**src/rtl/sdram_arb_pkg.sv**
```systemverilog
// sdram_arb_pkg: shared widths, FSM states and clog2 helper for the SDRAM arbiter
package sdram_arb_pkg;
  localparam int ADDR_W_DEF = 24;
  localparam int DATA_W_DEF = 16;
  typedef enum logic [1:0] {IDLE, ISSUE, WAIT_RD} state_t;
  function automatic int clog2(input int v);
    int r;
    r = 0;
    for (int i = 0; i < 31; i++)
      if ((1 << i) < v) r = i + 1;
    return r;
  endfunction
endpackage

```
**src/rtl/sdram_arbiter_rr_pick.sv**
```systemverilog
// rr_pick: combinational round-robin picker, first requester above the last winner with modulo-N wrap
module rr_pick #(
  parameter int N  = 4,
  parameter int PW = 2
) (
  input  logic [N-1:0]  req,
  input  logic [PW-1:0] last,
  output logic [N-1:0]  win,
  output logic [PW-1:0] idx,
  output logic          valid
);
  logic [PW-1:0] p;
  always_comb begin
    win = '0;
    idx = '0;
    p = '0;
    // descending scan so the nearest port after last overwrites the others
    for (int k = N; k >= 1; k--) begin
      p = PW'((int'(last) + k) % N);
      if (req[p]) begin
        win = '0;
        win[p] = 1'b1;
        idx = p;
      end
    end
    valid = |req;
  end
endmodule

```
**src/rtl/sdram_arbiter.sv**
```systemverilog
// sdram_arbiter: round-robin sharing of the SDRAM controller request port, one transaction in flight
module sdram_arbiter
  import sdram_arb_pkg::*;
#(
  parameter int NPORT      = 4,
  parameter int ADDR_W     = ADDR_W_DEF,
  parameter int DATA_W     = DATA_W_DEF,
  parameter int RD_TIMEOUT = 255
) (
  input  logic                     clk,
  input  logic                     reset_l,
  input  logic [NPORT-1:0]         m_req,
  input  logic [NPORT-1:0]         m_rh_wl,
  input  logic [NPORT*ADDR_W-1:0]  m_addr,
  input  logic [NPORT*DATA_W-1:0]  m_data_w,
  output logic [NPORT-1:0]         m_ack,
  output logic [DATA_W-1:0]        m_data_r,
  output logic [NPORT-1:0]         m_data_r_en,
  output logic                     sdram_req,
  output logic                     sdram_rh_wl,
  output logic [ADDR_W-1:0]        sdram_addr,
  output logic [DATA_W-1:0]        sdram_data_w,
  input  logic                     sdram_ack,
  input  logic [DATA_W-1:0]        sdram_data_r,
  input  logic                     sdram_data_r_en,
  output logic [NPORT-1:0]         grant,
  output logic                     busy,
  output logic                     rd_timeout_err
);
  localparam int PW = clog2(NPORT);
  localparam int CW = clog2(RD_TIMEOUT + 1);
  state_t state;
  logic [PW-1:0] ptr, gidx, pick_idx;
  logic [NPORT-1:0] pick_win;
  logic pick_valid;
  logic [CW-1:0] cnt;
  rr_pick #(.N(NPORT), .PW(PW)) u_pick (
    .req   (m_req),
    .last  (ptr),
    .win   (pick_win),
    .idx   (pick_idx),
    .valid (pick_valid)
  );
  always_comb begin
    busy = state != IDLE;
    m_data_r = sdram_data_r;
    m_ack = state == ISSUE ? grant & {NPORT{sdram_ack}} : '0;
    m_data_r_en = (state == WAIT_RD || (state == ISSUE && sdram_rh_wl)) ? grant & {NPORT{sdram_data_r_en}} : '0;
  end
  always_ff @(posedge clk or negedge reset_l)
    if (!reset_l) begin
      state <= IDLE;
      ptr <= PW'(NPORT - 1);
      gidx <= '0;
      cnt <= '0;
      grant <= '0;
      sdram_req <= 1'b0;
      sdram_rh_wl <= 1'b1;
      sdram_addr <= '0;
      sdram_data_w <= '0;
      rd_timeout_err <= 1'b0;
    end else
      case (state)
        IDLE:
          if (pick_valid) begin
            state <= ISSUE;
            grant <= pick_win;
            gidx <= pick_idx;
            sdram_req <= 1'b1;
            sdram_rh_wl <= m_rh_wl[pick_idx];
            sdram_addr <= m_addr[pick_idx*ADDR_W +: ADDR_W];
            sdram_data_w <= m_data_w[pick_idx*DATA_W +: DATA_W];
          end
        ISSUE:
          if (sdram_ack) begin
            sdram_req <= 1'b0;
            // a read whose data arrives with the ack completes here
            if (sdram_rh_wl && !sdram_data_r_en) begin
              state <= WAIT_RD;
              cnt <= '0;
            end else begin
              state <= IDLE;
              grant <= '0;
              ptr <= gidx;
            end
          end
        WAIT_RD:
          if (sdram_data_r_en || cnt == CW'(RD_TIMEOUT - 1)) begin
            state <= IDLE;
            grant <= '0;
            ptr <= gidx;
            rd_timeout_err <= rd_timeout_err | !sdram_data_r_en;
          end else
            cnt <= cnt + 1'b1;
        default: state <= IDLE;
      endcase
endmodule

```
**config.mk**
```make
export PLATFORM = sky130hd
export DESIGN_NAME = sdram_arbiter
export DESIGN_NICKNAME = d
export VERILOG_FILES = /design/src/rtl/sdram_arb_pkg.sv /design/src/rtl/sdram_arbiter_rr_pick.sv /design/src/rtl/sdram_arbiter.sv
export SDC_FILE = /design/constraint.sdc
export NUM_CORES = 1
export LEC_CHECK = 0
export ABC_AREA = 1
export BUFFER_PORTS_ARGS = -buffer_cell sky130_fd_sc_hd__buf_2
export CORE_AREA = 2 2 116 118
export CTS_CLUSTER_DIAMETER = 80
export DETAILED_ROUTE_END_ITERATION = 16
export DIE_AREA = 0 0 118 120
export PLACE_DENSITY = 0.73
export SETUP_SLACK_MARGIN = 0.1
export SLEW_MARGIN = 20
export SYNTH_ARGS = -nofsm -noshare
export SYNTH_HDL_FRONTEND = slang
export SYNTH_SLANG_ARGS = --single-unit
```
**constraint.sdc**
```tcl
create_clock -name clk -period 2.98 [get_ports clk]
set_input_delay 0.894 -clock clk [delete_from_list [all_inputs] [get_ports clk]]
set_output_delay 0.894 -clock clk [all_outputs]
set_load 0.02 [all_outputs]
```
==> flow_summary.toml <==
[clock_tree]
cts.reportedPaths.clkPinSlew_ns = 0.05
tritoncts_clock_tree = "done"
root_buffer = "sky130_fd_sc_hd__clkbuf_16"
htreeDepth = 3
clock-sinks = 61
cts.repair_timing.setup_buffer_count = 0
ctsHoldBuffers = 0
clk_path_buf_depth = 2
clock_insertion_delay_at_the_later_pin_of_the_skew_report_ns = 0.33
cts-buffers-inserted = 9

[logic_synthesis]
dominantRegCellSynth = "sky130_fd_sc_hd__dfrtp_1"
netlist_top_cells_area = "sky130_fd_sc_hd__dfrtp_1 28%, sky130_fd_sc_hd__nand2_1 22%, sky130_fd_sc_hd__nand3_1 17%, sky130_fd_sc_hd__inv_1 14%, sky130_fd_sc_hd__ha_1 2.8%"
post_synth_num_cell_types = 30
per_instance_average_area_after_synthesis_um2 = 5.91
share_of_flip_flops_with_an_asynchronous_set_or_reset_after_synthesis = 1.00
netlist.top_cell.by_area = "sky130_fd_sc_hd__dfrtp_1"
synth_warnings = 0
synth_largest_type_area_fraction = 0.275
syn-num-nets = 1091
synth.cell_area_um2 = 5270
synth_common_cells = "302 x sky130_fd_sc_hd__nand2_1, 197 x sky130_fd_sc_hd__inv_1, 180 x sky130_fd_sc_hd__nand3_1, 58 x sky130_fd_sc_hd__dfrtp_1"
synth_most_common_cell = "sky130_fd_sc_hd__nand2_1"
yosysSeqAreaShare = 0.290
synth-edff-count = 0
synth-seq-cells = 61
syn_inst = 891

[drt]
routed_wl_um = 15600
firstDrtPassIters = 5
routed-via-count = 5951
final_antenna_net_count = 0
routed_via_density = 4.70
drc = 0
drt-wirelength-per-cell_um = 12.4
drtIter0Drc = 272

[timing]
grt_setup_unrepaired = "no"
worst_slew_pin_slew_ns = 0.615
fin_skew_ns = 0.00632
number_of_endpoints_with_negative_hold_slack_in_the_final_report = 0
worst_slack_ns = 0.356
setup_violators_final = 0
setup_total_negative_slack_ns = 0
final-max-slew-violation-count = 0
slew_headroom = 0.590
fin_hold_ws_ns = 0.469
finalWorstPathRequiredPeriod_ns = 2.62
timing.fmax_mhz = 381
fin_crit_sh = 0.880

[worst_setup_path]
rr_worst_depth = 14
path_class = "reg -> out"
critical_path.n_buffers_inverters = 3
critical-path-top-delay-family = "buffers and inverters"
critical_path.most_common_cell = "sky130_fd_sc_hd__inv_1"
launching_element_of_the_worst_setup_path = "state[0]$_DFFE_PN0P_"
worstPathRequired_ns = 2.09
regToRegStartpoint = "ptr[0]$_DFFE_PN1P_"
worst_setup_sp_type = "register"
timing.critical_path.fanout_max = 5
slowest_library_cell_on_the_worst_path = "sky130_fd_sc_hd__dfrtp_1"
cp.depth = 7
setup.worst_path.end_class = "output port"
critical-path-max-stage-delay_ns = 0.39
crit_path_cell_trace = "inv_1, ha_1, inv_1, o21ai_0, nand2_1, nor2_1, buf_2"
worstPathArrival_ns = 1.73

[finish]
n_fill_cell = 1407
drive_gt1_frac = 0.252
finalInstanceArea_um2 = 6720
storage_cell_area_um2 = 1530
area.growth.synth_to_final_pct = 27.6
nNetsFinal = 1283
multi_input_comb_area_um2 = 2600

[floorplan]
die_area_um2 = 14200
die_height_um = 120
initial_core_util = 0.406
die-width_um = 118
row_count = 42
placeableCoreArea_um2 = 13000
design.portCount = 260

[flow_run]
timing.max_cap.violations = 0

[worst_hold_path]
timing.hold.worst.class = "reg -> reg"
worstHoldStart = "sdram_addr[3]$_DFFE_PN0P_"
holdPathStages = 2

[power]
cellLeakagePower_nw = 4.36
fin_total_pwr_mw = 8.93
vdd_drop_max_uv = 895
power_per_cell_area_nw_per_um2 = 1330

[global_route]
maximum_number_of_pins_on_one_net_before_global_route_repair = 83
globalRoute.totalOverflow = 0
global_route_wire_length_before_repair_um = 26400
grt_antenna_before_repair = 1
first_global_vias = 5776
grtUsageTotal = 0.227

[placed_design]
placement.setup.worst_slack_ns = 0.295
gp_congestion = 0.863
total_placed_instance_area_um2 = 6400
dp.final_hpwl_um = 11700
port_buffers = 227

[run_status]
result_of_the_run = "finished clean"
==> kinds of logic (layout without fill, tap and decap cells) <==
kind of cell    count (synthesis)  count (layout)  synth area share
simple gates                  521             521             0.423
buf+inv                       261             458             0.219
flops                          61              61             0.290
compound gates                 34              34            0.0363
fa+ha+maj                      12              12            0.0285
xor+xnor                        2               2           0.00332
other cells                     0               1                 0
==> metrics by stage <==
stage	util	cells
3_5_place_dp	0.493	1248
6_report	0.518	1265
3_3_place_gp	0.493	1248
2_1_floorplan	-	891
4_1_cts	0.517	1264
5_1_grt	0.518	1264
==> path summary, 6_finish.rpt <==
path / end / slack [ns]
max: m_data_r_en[2] / 0.36
min: sdram_addr[3]$_DFFE_PN0P_ / 0.47
max reg2reg: sdram_addr[9]$_DFFE_PN0P_ / 0.36
min reg2reg: sdram_addr[3]$_DFFE_PN0P_ / 0.47
max in group asynchronous: sdram_rh_wl$_DFFE_PN1P_ / 1.72
min in group asynchronous: sdram_data_w[1]$_DFFE_PN0P_ / 0.58
==> layout by cell type, fill, tap and decap left out, drive strengths merged, types with 3 or more instances in the layout <==
| cell | count |
|---|---|
| dfstp | 3 |
| a21oi | 9 |
| clkbuf | 13 |
| o21ai | 18 |
| dfrtp | 58 |
| nand2 | 307 |
| buf | 240 |
| nand4 | 3 |
| inv | 201 |
| ha | 12 |
| nor3 | 4 |
| nor2 | 22 |
| nand3 | 182 |
==> state kept, by name, indices dropped and copies added (netlist names) <==
name	flops
rd_timeout_err	1
cnt	8
sdram_data_w	16
sdram_rh_wl	1
ptr	2
sdram_addr	24
state	2
grant	4
gidx	2
sdram_req	1
==> layer usage <==
metal	vias to the layer above	routed length, um	global-route usage
met5	-	0	0
met3	27	972	0.0537
met1	2680	6670	0.270
li1	3049	-	-
met2	195	7560	0.398
met4	0	433	0.0881
==> layout make-up <==
cell class	instances	area share
Multi-Input combinational cell	569	0.387
Sequential cell	61	0.228
Timing Repair Buffer	240	0.193
Inverter	202	0.113
Clock buffer	13	0.0402
Tap cell	176	0.0328
Clock inverter	3	0.00633
Antenna cell	1	0.000372
==> tightest hold or removal path, stage by stage, from the launching register on <==
cell and delay, ns:
sky130_fd_sc_hd__dfrtp_1 0.33, sky130_fd_sc_hd__nand2_1 0.05, sky130_fd_sc_hd__nand2_1 0.05
==> power by group <==
part	total (mW)	internal, mW	switching [mW]
combinational	6.36	2.14	4.22
sequential	1.48	1.25	0.236
clock	1.09	0.714	0.372
==> what timing repair did <==
action	4_1_cts	5_1_grt
resized for setup	0	1
endpoints found under the hold margin	0	0
setup endpoints to repair	0	1
Power figures use the tool's default switching activity.
